===== src/rtl/dmem_arb_pkg.sv =====
// Shared types and constants for the two-master data-memory arbiter.
package dmem_arb_pkg;

    localparam int unsigned N_MASTERS = 2;

    typedef enum logic [1:0] {
        ST_IDLE = 2'd0,
        ST_BUSY = 2'd1,
        ST_TURN = 2'd2
    } state_e;

endpackage


===== src/rtl/dmem_arb_watchdog.sv =====
// Busy-cycle watchdog: expire_o fires on the TIMEOUT-th counted cycle since the last clear.
module dmem_arb_watchdog #(
    parameter int unsigned TIMEOUT = 255,
    parameter int unsigned TO_W    = 8
) (
    input  logic clk_i,
    input  logic rst_i,
    input  logic clr_i,
    input  logic inc_i,
    output logic expire_o
);

    if (TIMEOUT == 0) begin : g_off
        assign expire_o = 1'b0;
    end else begin : g_on
        localparam logic [TO_W-1:0] LAST = TO_W'(TIMEOUT - 1);

        logic [TO_W-1:0] cnt_q, cnt_d;

        always_comb begin
            cnt_d = cnt_q;
            if (clr_i) begin
                cnt_d = '0;
            end else if (inc_i) begin
                cnt_d = cnt_q + 1'b1;
            end
        end

        always_ff @(posedge clk_i) begin
            if (rst_i) begin
                cnt_q <= '0;
            end else begin
                cnt_q <= cnt_d;
            end
        end

        assign expire_o = inc_i && (cnt_q == LAST);
    end

endmodule


===== src/rtl/dmem_arbiter.sv =====
// Round-robin arbiter sharing one cache-line memory port between the I-cache (m0) and
// D-cache (m1) miss engines, with a sticky no-ack watchdog flag.
module dmem_arbiter
    import dmem_arb_pkg::*;
#(
    parameter int unsigned ADDR_W  = 32,
    parameter int unsigned DATA_W  = 256,
    parameter int unsigned TIMEOUT = 255,
    parameter int unsigned TO_W    = 8
) (
    input  logic              clk_i,
    input  logic              rst_i,
    input  logic              m0_enable_i,
    input  logic              m0_write_i,
    input  logic [ADDR_W-1:0] m0_addr_i,
    input  logic [DATA_W-1:0] m0_data_i,
    output logic [DATA_W-1:0] m0_data_o,
    output logic              m0_ack_o,
    input  logic              m1_enable_i,
    input  logic              m1_write_i,
    input  logic [ADDR_W-1:0] m1_addr_i,
    input  logic [DATA_W-1:0] m1_data_i,
    output logic [DATA_W-1:0] m1_data_o,
    output logic              m1_ack_o,
    output logic              mem_enable_o,
    output logic              mem_write_o,
    output logic [ADDR_W-1:0] mem_addr_o,
    output logic [DATA_W-1:0] mem_data_o,
    input  logic [DATA_W-1:0] mem_data_i,
    input  logic              mem_ack_i,
    output logic              err_o
);

    state_e            state_q, state_d;
    logic              gnt_q, gnt_d;
    logic              last_q, last_d;
    logic              en_q, en_d;
    logic              wr_q, wr_d;
    logic [ADDR_W-1:0] addr_q, addr_d;
    logic [DATA_W-1:0] data_q, data_d;
    logic              err_q, err_d;
    logic              winner;
    logic              wd_clr, wd_expire;
    logic              busy;

    assign busy = (state_q == ST_BUSY);

    always_comb begin
        state_d = state_q;
        gnt_d   = gnt_q;
        last_d  = last_q;
        en_d    = en_q;
        wr_d    = wr_q;
        addr_d  = addr_q;
        data_d  = data_q;
        err_d   = err_q;
        wd_clr  = 1'b0;
        winner  = 1'b0;

        case (state_q)
            ST_IDLE: begin
                if (m0_enable_i || m1_enable_i) begin
                    // On contention the master that did not win last time gets the port.
                    winner  = (m0_enable_i && m1_enable_i) ? ~last_q : m1_enable_i;
                    gnt_d   = winner;
                    last_d  = winner;
                    en_d    = 1'b1;
                    wr_d    = winner ? m1_write_i : m0_write_i;
                    addr_d  = winner ? m1_addr_i  : m0_addr_i;
                    data_d  = winner ? m1_data_i  : m0_data_i;
                    wd_clr  = 1'b1;
                    state_d = ST_BUSY;
                end
            end
            ST_BUSY: begin
                if (mem_ack_i) begin
                    en_d    = 1'b0;
                    wr_d    = 1'b0;
                    state_d = ST_TURN;
                end else if (wd_expire) begin
                    err_d   = 1'b1;
                    en_d    = 1'b0;
                    wr_d    = 1'b0;
                    state_d = ST_TURN;
                end
            end
            ST_TURN: state_d = ST_IDLE;
            default: state_d = ST_IDLE;
        endcase
    end

    always_ff @(posedge clk_i) begin
        if (rst_i) begin
            state_q <= ST_IDLE;
            gnt_q   <= 1'b0;
            last_q  <= 1'b1;
            en_q    <= 1'b0;
            wr_q    <= 1'b0;
            addr_q  <= '0;
            data_q  <= '0;
            err_q   <= 1'b0;
        end else begin
            state_q <= state_d;
            gnt_q   <= gnt_d;
            last_q  <= last_d;
            en_q    <= en_d;
            wr_q    <= wr_d;
            addr_q  <= addr_d;
            data_q  <= data_d;
            err_q   <= err_d;
        end
    end

    dmem_arb_watchdog #(
        .TIMEOUT (TIMEOUT),
        .TO_W    (TO_W)
    ) u_watchdog (
        .clk_i    (clk_i),
        .rst_i    (rst_i),
        .clr_i    (wd_clr),
        .inc_i    (busy),
        .expire_o (wd_expire)
    );

    assign m0_ack_o     = busy && mem_ack_i && !gnt_q;
    assign m1_ack_o     = busy && mem_ack_i && gnt_q;
    assign m0_data_o    = mem_data_i;
    assign m1_data_o    = mem_data_i;
    assign mem_enable_o = en_q;
    assign mem_write_o  = wr_q;
    assign mem_addr_o   = addr_q;
    assign mem_data_o   = data_q;
    assign err_o        = err_q;

endmodule

===== config.mk =====
export PLATFORM = sky130hd
export DESIGN_NAME = dmem_arbiter
export DESIGN_NICKNAME = d
export VERILOG_FILES = /design/src/rtl/dmem_arb_pkg.sv /design/src/rtl/dmem_arb_watchdog.sv /design/src/rtl/dmem_arbiter.sv
export SDC_FILE = /design/constraint.sdc
export NUM_CORES = 1
export LEC_CHECK = 0
export CORE_AREA = 3 3 633 635
export DETAILED_ROUTE_END_ITERATION = 12
export DIE_AREA = 0 0 636 638
export MAX_ROUTING_LAYER = met4
export SLEW_MARGIN = 20
export SYNTH_ARGS = -nofsm -noshare
export SYNTH_HDL_FRONTEND = slang
export SYNTH_SLANG_ARGS = --single-unit

===== constraint.sdc =====
create_clock -name clk_i -period 2.7 [get_ports clk_i]
set_input_delay 0.675 -clock clk_i [delete_from_list [all_inputs] [get_ports clk_i]]
set_output_delay 0.675 -clock clk_i [all_outputs]
set_load 0.02 [all_outputs]

==> results of run 1 <==
[cell usage in the layout, fill, tap and decap left out, types with 3 or more instances in the layout]
master           netlist  routed
a311oi_2             130     130
clkbuf_16              0      46
diode_2                0      53
a211oi_1               3       3
a311oi_1             158     158
dlygate4sd2_1          0      17
dfxtp_1              303     303
inv_6                  0       3
nand4_1                3       3
buf_12                 0      39
nor2_1               306     306
buf_4                535     146
clkdlybuf4s50_1        0     756
clkinv_4               0       5
clkbuf_1              43       9
a21oi_1                3       3
clkbuf_8               0       7
clkinvlp_4             0       4
nand2_1              582     582
xor2_1                 5       5
[repair_timing]
| action | 4_1_cts | 5_1_grt |
|---|---|---|
| resized for setup | 20 | 2 |
| hold buffers | 0 | 0 |
| endpoints found under the setup margin | 17 | 2 |
[layout make-up]
| cell class | count | area, sq um |
|---|---|---|
| Fill cell | 46100 | 365000 |
| Timing Repair Buffer | 963 | 9650 |
| Multi-Input combinational cell | 1213 | 6970 |
| Tap cell | 5242 | 6560 |
| Sequential cell | 303 | 6070 |
| Clock buffer | 62 | 1280 |
| Clock inverter | 20 | 229 |
| Antenna cell | 53 | 133 |
| Inverter | 1 | 3.75 |
[worst max-delay path by stage]
stage               cells after the start              end             from
global placement                        4         m0_ack_o        mem_ack_i
detailed placement                      4         m0_ack_o        mem_ack_i
floorplan                               4         m0_ack_o       state_q[0]
global route                            4         m0_ack_o       state_q[0]
CTS                                     1  mem_data_o[119]  mem_data_o[119]
finish                                  1  mem_data_o[202]  mem_data_o[202]
[logic make-up (layout without fill, tap and decap cells)]
family	Yosys count	in the layout	share of synthesized area, %
buffers and inverters	676	1046	27.1
AOI/OAI and AO/OA	301	301	19.2
and+or+nand+nor	903	903	19.2
xor gates and xnor gates	7	7	0.344
adders and majority gates	2	2	0.140
DFF	303	303	34.0
other	0	53	0
[metal layers]
metal / up-vias / GRT usage [%] / part of all wire, %
li1: 7635 / - / -
met1: 8366 / 9.72 / 26
met2: 1995 / 22.0 / 47
met3: 301 / 15.0 / 25
met4: 0 / 3.46 / 3.1
met5: - / - / 0
[state kept, by name (all words and copies together) (netlist names)]
name / count
err_o: 1
mem_enable_o: 1
mem_data_o: 256
mem_addr_o: 32
state_q: 2
gnt_q: 1
u_watchdog.g_on.cnt_q: 8
last_q: 1
mem_write_o: 1
[where the power goes]
part	internal, W	switching [W]
logic	0.00250	0.00388
clock network	0.00356	0.00276
registers	0.00505	0.000427
[through the flow]
stage / utilization, % / setup TNS (ns)
after global routing: 7.80 / 0
after global placement: 7.40 / -0.988
after floorplan: - / 0
after CTS: 7.77 / 0
after detailed placement: 7.40 / -1.38
final: 7.81 / 0
==> results.cfg, run 1 <==
[synth]
synth_top_flop_cell = dfxtp_1
synthDominantCellAreaShare_pct = 34.0
yosys.area.top_type = dfxtp_1
netlist_area_sq_um = 17800
synth_common_cells = nand2_1, buf_4, nor2_1
syn_nets = 3033
async_reset_ff_share_pct = 0
yosysMostFrequentCell = nand2_1
ys_seq_area_share_pct = 34.0
syn_area_per_cell_sq_um = 8.14
synthCells = 2192
synthTopCellsByArea = dfxtp_1, buf_4, nand2_1
synth-seq-cells = 303
ys_types = 30
synth-edff-count = 0
yosysWarnings = 0

[setup_path]
crit_path_cell_trace = clkdlybuf4s50_1
worst-path-buf-inv = 1
cp_slowest_stage_delay_ns = 0.96
cp.required_ns = 2.03
critPathKind = register to output port
arrival_ns = 1.96
worst_r2r_path_depth = 6
r2r-end = mem_data_o[121]
reg2reg_from = state_q[1]
critical_path.top_delay_family = buffers and inverters
path_max_fanout = 2
crit_slowest_cell = clkdlybuf4s50_1
ff2ff_setup_slack_ns = 0.88
cp-start-kind = register
endpoint_kind = output port

[pwr]
power_density_nw_per_um2 = 589
p_leak_nw = 9.85
peakVddDrop_uv = 456
power_w = 0.0182

[status]
outcome = completed

[sta]
min_period_over_period_pct = 97.6
maxSlewHeadroom_pct = 43.7
final_hold_viol_count = 0
period_minus_slack_ns = 2.63
rsz0062_at_grt = false
finalSetupViolations = 0
setup_slack_ns = 0.0652
skew_ns = 0.0569
finalMaxSlewViolations = 0
worst_pin_slew_ns = 0.848
hold_slack_ns = 0.443
fmax_ghz = 0.380

[grt]
track_usage_pct = 13.6
antenna_found_initial = 126
grt_pass1_vias = 16900
grt_first_pass_wirelength_um = 318000
grt_max_degree = 62
grt.overflow.total = 0

[floorplan]
start_util_pct = 4.51
die_w_um = 636
fp.coreArea_sq_um = 396000
num_rows = 231
num_io_pins = 1644
dieArea_sq_um = 406000
die_h_um = 638

[drt]
vias_per_cell = 2.33
dr.pass1.iters = 6
wl_um = 279000
ant_nets = 0
drt-initial-drc-count = 1671
drc_errors = 0
wl_per_cell_um = 35.5
num_vias = 18300

[placement]
post_dp_cell_area_sq_um = 29300
hpwl_um = 257000
io_buffers = 875
globalplace.congestion = 0.934
place_inst = 7722
post-place-ws_ns = -0.434

[cells_and_area]
final_layout_size_suffix_gt1_share_pct = 15.4
synthToLayoutAreaGrowth_pct = 73.1
nNetsFinal = 3369
layoutNonFillerInstCount = 7857
stdcell_area_sq_um = 30900

[worst_hold_path]
hold_start = rst_i
hp-class = input port to register
hold_depth = 2
min_to = mem_data_o[92]

[clocking]
cts_made_buffers = 46
h-tree-depth = 2
cts_tree = yes
clk-insertion-delay-late_ns = 0.70
clk_path_buf_depth = 3
cts.sinks = 303
root_buffer = clkbuf_16
cts.clk_slew.worst_paths_ns = 0.06
post_cts_buffers = 0

[flow_run]
max-cap-violations = 0
Note: power is estimated with default switching activity, not from simulation.
==> inputs of run 2 (changes only) <==
PLACE_DENSITY_LB_ADDON = 0.3   (was unset)
==> run 2 against run 1 <==
Clock power up 2%. Hold slack better by 0.029 ns. Count of clock-buffer cells in the layout up 5.
==> results.cfg, run 2 (synthesis results as in run 1) <==
[status]
outcome = completed

[setup_path]
endpoint_kind = output port
cp_slowest_stage_delay_ns = 0.90
critical_path.top_delay_family = buffers and inverters
cp.required_ns = 2.03
path_max_fanout = 2
crit_slowest_cell = clkdlybuf4s50_1
arrival_ns = 1.93
cp-start-kind = register
crit_path_cell_trace = clkdlybuf4s50_1
critPathKind = register to output port
worst-path-buf-inv = 1

[drt]
drc_errors = 0
wl_um = 227000
dr.pass1.iters = 5
vias_per_cell = 2.20
num_vias = 17200
drt-initial-drc-count = 719
ant_nets = 0
wl_per_cell_um = 29.0

[sta]
finalMaxSlewViolations = 0
fmax_ghz = 0.384
finalSetupViolations = 0
worst_pin_slew_ns = 0.691
final_hold_viol_count = 0
min_period_over_period_pct = 96.4
rsz0062_at_grt = false
period_minus_slack_ns = 2.60
setup_slack_ns = 0.0978
maxSlewHeadroom_pct = 54.1
skew_ns = 0.0545

[cells_and_area]
postLayoutCoreUtil_pct = 7.83
final_common_cell = clkdlybuf4s50_1
stdcell_area_sq_um = 31000
largest_reg_flops = 256
nNetsFinal = 3382
final_cell_mix = clkdlybuf4s50_1, nand2_1, nor2_1
layoutNonFillerInstCount = 7833
synthToLayoutAreaGrowth_pct = 73.7
fillers = 46200
final_layout_size_suffix_gt1_share_pct = 16.1

[grt]
grt.overflow.total = 0
grt_first_pass_wirelength_um = 267000
antenna_found_initial = 24
track_usage_pct = 11.0
grt_pass1_vias = 17700
grt_max_degree = 77

[clocking]
clk-insertion-delay-late_ns = 0.71
clk_path_buf_depth = 3
cts_tree = yes
cts_made_buffers = 46
root_buffer = clkbuf_16
cts.clk_slew.worst_paths_ns = 0.05
cts.sinks = 303
post_cts_buffers = 0
h-tree-depth = 2

[pwr]
peakVddDrop_uv = 413
p_leak_nw = 9.97
power_density_nw_per_um2 = 591

[worst_hold_path]
hp-class = input port to register

[floorplan]
die_h_um = 638
num_io_pins = 1644
fp.coreArea_sq_um = 396000
die_w_um = 636
dieArea_sq_um = 406000
num_rows = 231
start_util_pct = 4.51

[placement]
post_dp_cell_area_sq_um = 29400
place_inst = 7735
globalplace.congestion = 0.873
io_buffers = 875
post-place-ws_ns = -0.501
hpwl_um = 208000

[flow_run]
max-cap-violations = 0
[run 2: cell types whose count changed in the layout (fill, tap and decap cells not counted), sizes merged, moves of 3 or more]
cell	delta
diode	-35
inv	-4
clkbuf	+5
clkinvlp	-3
buf	+19
clkdlybuf4s50	-9
dlygate4sd2	+6
[run 2: cell type report]
| class | count | area (sq um) | area share [%] |
|---|---|---|---|
| Timing Repair Buffer | 976 | 9790 | 31.6 |
| Multi-Input combinational cell | 1213 | 6980 | 22.5 |
| Tap cell | 5242 | 6560 | 21.2 |
| Sequential cell | 303 | 6070 | 19.6 |
| Clock buffer | 67 | 1340 | 4.32 |
| Clock inverter | 13 | 201 | 0.650 |
| Antenna cell | 18 | 45.0 | 0.145 |
| Inverter | 1 | 3.75 | 0.0121 |
[run 2: routing by layer]
metal  vias up  routed length, um  track usage (%)
met5         -                  0                -
met2      1262             118000             19.7
met1      8127              58000             7.80
met4         0              10200             4.44
met3       252              40900             8.93
li1       7605                  -                -
[run 2: worst paths after layout]
check / start / endpoint / slack, ns / depth (start not counted)
max: mem_data_o[211] / mem_data_o[211] / 0.1 / 1
min: rst_i / err_o / 0.47 / 2
max reg2reg: state_q[1] / mem_data_o[81] / 0.96 / 6
min reg2reg: err_o / err_o / 0.49 / 2
[run 2: what timing repair did]
item	in CTS	in global routing
endpoints found under the hold margin	0	0
setup endpoints to repair	25	1
hold buffers	0	0
resized for setup	32	1
[run 2: power breakdown]
| part | switching (W) | total (W) | internal (W) | leakage (nW) |
|---|---|---|---|---|
| clock network | 0.00264 | 0.00645 | 0.00381 | 0.756 |
| logic | 0.00378 | 0.00630 | 0.00252 | 6.69 |
| registers | 0.000506 | 0.00556 | 0.00505 | 2.52 |
| total | 0.00692 | 0.0183 | 0.0114 | 9.97 |
[run 2: per-stage QoR]
stage | total power (W) | hold slack [ns] | TNS (ns)
floorplan | 0.00907 | 0.479 | 0
detailed placement | 0.0123 | 0.495 | -114.13
CTS | 0.0190 | 0.371 | 0
global placement | 0.0123 | 0.487 | -112.67
finish | 0.0183 | 0.472 | 0
global route | 0.0193 | 0.411 | 0
==> inputs of run 3 (changes only) <==
CORE_AREA = 3 3 630 632   (was 3 3 633 635)
DIE_AREA = 0 0 633 635   (was 0 0 636 638)
==> run 3 against run 2 <==
Sequential share of layout area down 0.12 points. Design area up 0.57%. Critical path type unchanged. Sequential cell count unchanged. Fmax down 0.88%. Count of clock-buffer cells in the layout up 2. Clock power up 1%. Via count up 0.23%. Highest routed layer unchanged. Routed wire length down 3.7%. Setup slack worse by 0.023 ns.
==> results.cfg, run 3 (synthesis results as in run 1) <==
[sta]
setup_slack_ns = 0.0747
finalMaxSlewViolations = 0
fmax_ghz = 0.381
finalSetupViolations = 0
period_minus_slack_ns = 2.63
worst_pin_slew_ns = 0.660
skew_ns = 0.0300
final_hold_viol_count = 0
rsz0062_at_grt = false
hold_slack_ns = 0.438
min_period_over_period_pct = 97.2
maxSlewHeadroom_pct = 55.8
fin_setup_tns_ns = 0

[cells_and_area]
final_cell_mix = clkdlybuf4s50_1, nand2_1, nor2_1
final_common_cell = clkdlybuf4s50_1
nNetsFinal = 3401
final_layout_size_suffix_gt1_share_pct = 15.5
synthToLayoutAreaGrowth_pct = 74.7
largest_reg_flops = 256
stdcell_area_sq_um = 31200

[setup_path]
critical_path.top_delay_family = buffers and inverters
cp_slowest_stage_delay_ns = 0.72
cp.required_ns = 2.03
arrival_ns = 1.95
path_max_fanout = 2
endpoint_kind = output port
worst-path-buf-inv = 1
cp-start-kind = register
crit_path_cell_trace = clkdlybuf4s50_1
crit_slowest_cell = clkdlybuf4s50_1
critPathKind = register to output port

[drt]
ant_nets = 0
dr.pass1.iters = 5
drt-initial-drc-count = 1222
wl_met1_um = 59400
routed.top_layer = met4
dr_wl_met3_um = 45800
wl_per_cell_um = 28.0
wl_um = 219000
num_vias = 17300
drc_errors = 0
dr_wl_met2_um = 105000
vias_per_cell = 2.21

[pwr]
p_comb_share_pct = 33.9
p_sw_w = 0.00670
p_seq_share_pct = 30.3
p_int_w = 0.0116
peakVddDrop_uv = 449
power.share.switching_pct = 36.7
power_density_nw_per_um2 = 586
p_leak_nw = 9.95
clkPwrFrac_pct = 35.8

[clocking]
cts.clk_slew.worst_paths_ns = 0.05
clk_path_buf_depth = 3
cts.sinks = 303
cts_made_buffers = 47
clk-insertion-delay-late_ns = 0.65
h-tree-depth = 2
cts_tree = yes
root_buffer = clkbuf_16

[grt]
grt_pass1_vias = 17400
antenna_found_initial = 14
track_usage_pct = 10.8
grt.overflow.total = 0
grt_max_degree = 54
grt_first_pass_wirelength_um = 260000

[floorplan]
die_w_um = 633
num_io_pins = 1644
die_h_um = 635
num_rows = 230
start_util_pct = 4.55
dieArea_sq_um = 402000
fp.coreArea_sq_um = 392000

[worst_hold_path]
hp-class = input port to register

[placement]
io_buffers = 875
post_dp_cell_area_sq_um = 29600
globalplace.congestion = 0.864
post-place-ws_ns = -0.820
hpwl_um = 198000

[flow_run]
max-cap-violations = 0

[status]
outcome = completed
run 3: changes by cell type in the layout (fill, tap and decap cells not counted), sizes merged:
| cell | delta |
|---|---|
| inv | +1 |
| clkbuf | +2 |
| clkdlybuf4s50 | +50 |
| dlygate4sd2 | -17 |
| clkdlybuf4s15 | +1 |
| clkinvlp | +3 |
| diode | -14 |
| clkinv | -3 |
| buf | -16 |
run 3: worst paths after layout:
check / cells after the start / end / slack (ns) / startpoint
worst max-delay path: 1 / mem_data_o[241] / 0.07 / mem_data_o[241]
worst min-delay path: 2 / state_q[0] / 0.44 / rst_i
worst max register to register: 7 / mem_data_o[64] / 0.84 / state_q[1]
worst min register to register: 2 / err_o / 0.50 / err_o
run 3: layout make-up:
cell class	instances	area [sq um]
Fill cell	45800	361000
Clock buffer	69	1380
Tap cell	5220	6530
Clock inverter	14	195
Sequential cell	303	6070
Multi-Input combinational cell	1213	6970
Timing Repair Buffer	994	10000
Inverter	1	3.75
Antenna cell	4	10.0
run 3: worst register-to-register path, delay by kind of cell (launching register included):
| family | cells | cell delay, ns |
|---|---|---|
| buffers and inverters | 4 | 0.76 |
| AND/OR/NAND/NOR | 2 | 0.29 |
| flip-flops | 1 | 0.32 |
| AO/OA/AOI/OAI | 1 | 0.37 |
run 3: timing repair:
item	in CTS	in global routing
resized for setup	18	1
endpoints found under the setup margin	8	2
endpoints found under the hold margin	0	0
setup buffers	0	0
hold buffers	0	0
run 3: layer usage:
metal / up-vias / global-route usage (%)
met5: - / -
met4: 0 / 3.74
met3: 298 / 10.2
met2: 1346 / 17.7
met1: 8007 / 8.07
li1: 7635 / -
run 3: through the flow:
stage          util [%]  power [W]  cells
3_5_place_dp       7.55     0.0121   7731
6_report           7.95     0.0183   7818
4_1_cts            7.95     0.0190   7814
3_3_place_gp       7.55     0.0121   7731
5_1_grt            7.95     0.0194   7818
2_1_floorplan         -    0.00907   2192
run 3: power groups by stage:
stage               clock (W)  sequential (W)  combinational, W
global placement            0         0.00561           0.00649
floorplan                   0         0.00610           0.00297
global route          0.00702         0.00559           0.00675
detailed placement          0         0.00563           0.00648
finish                0.00654         0.00553           0.00620
CTS                   0.00693         0.00554           0.00650
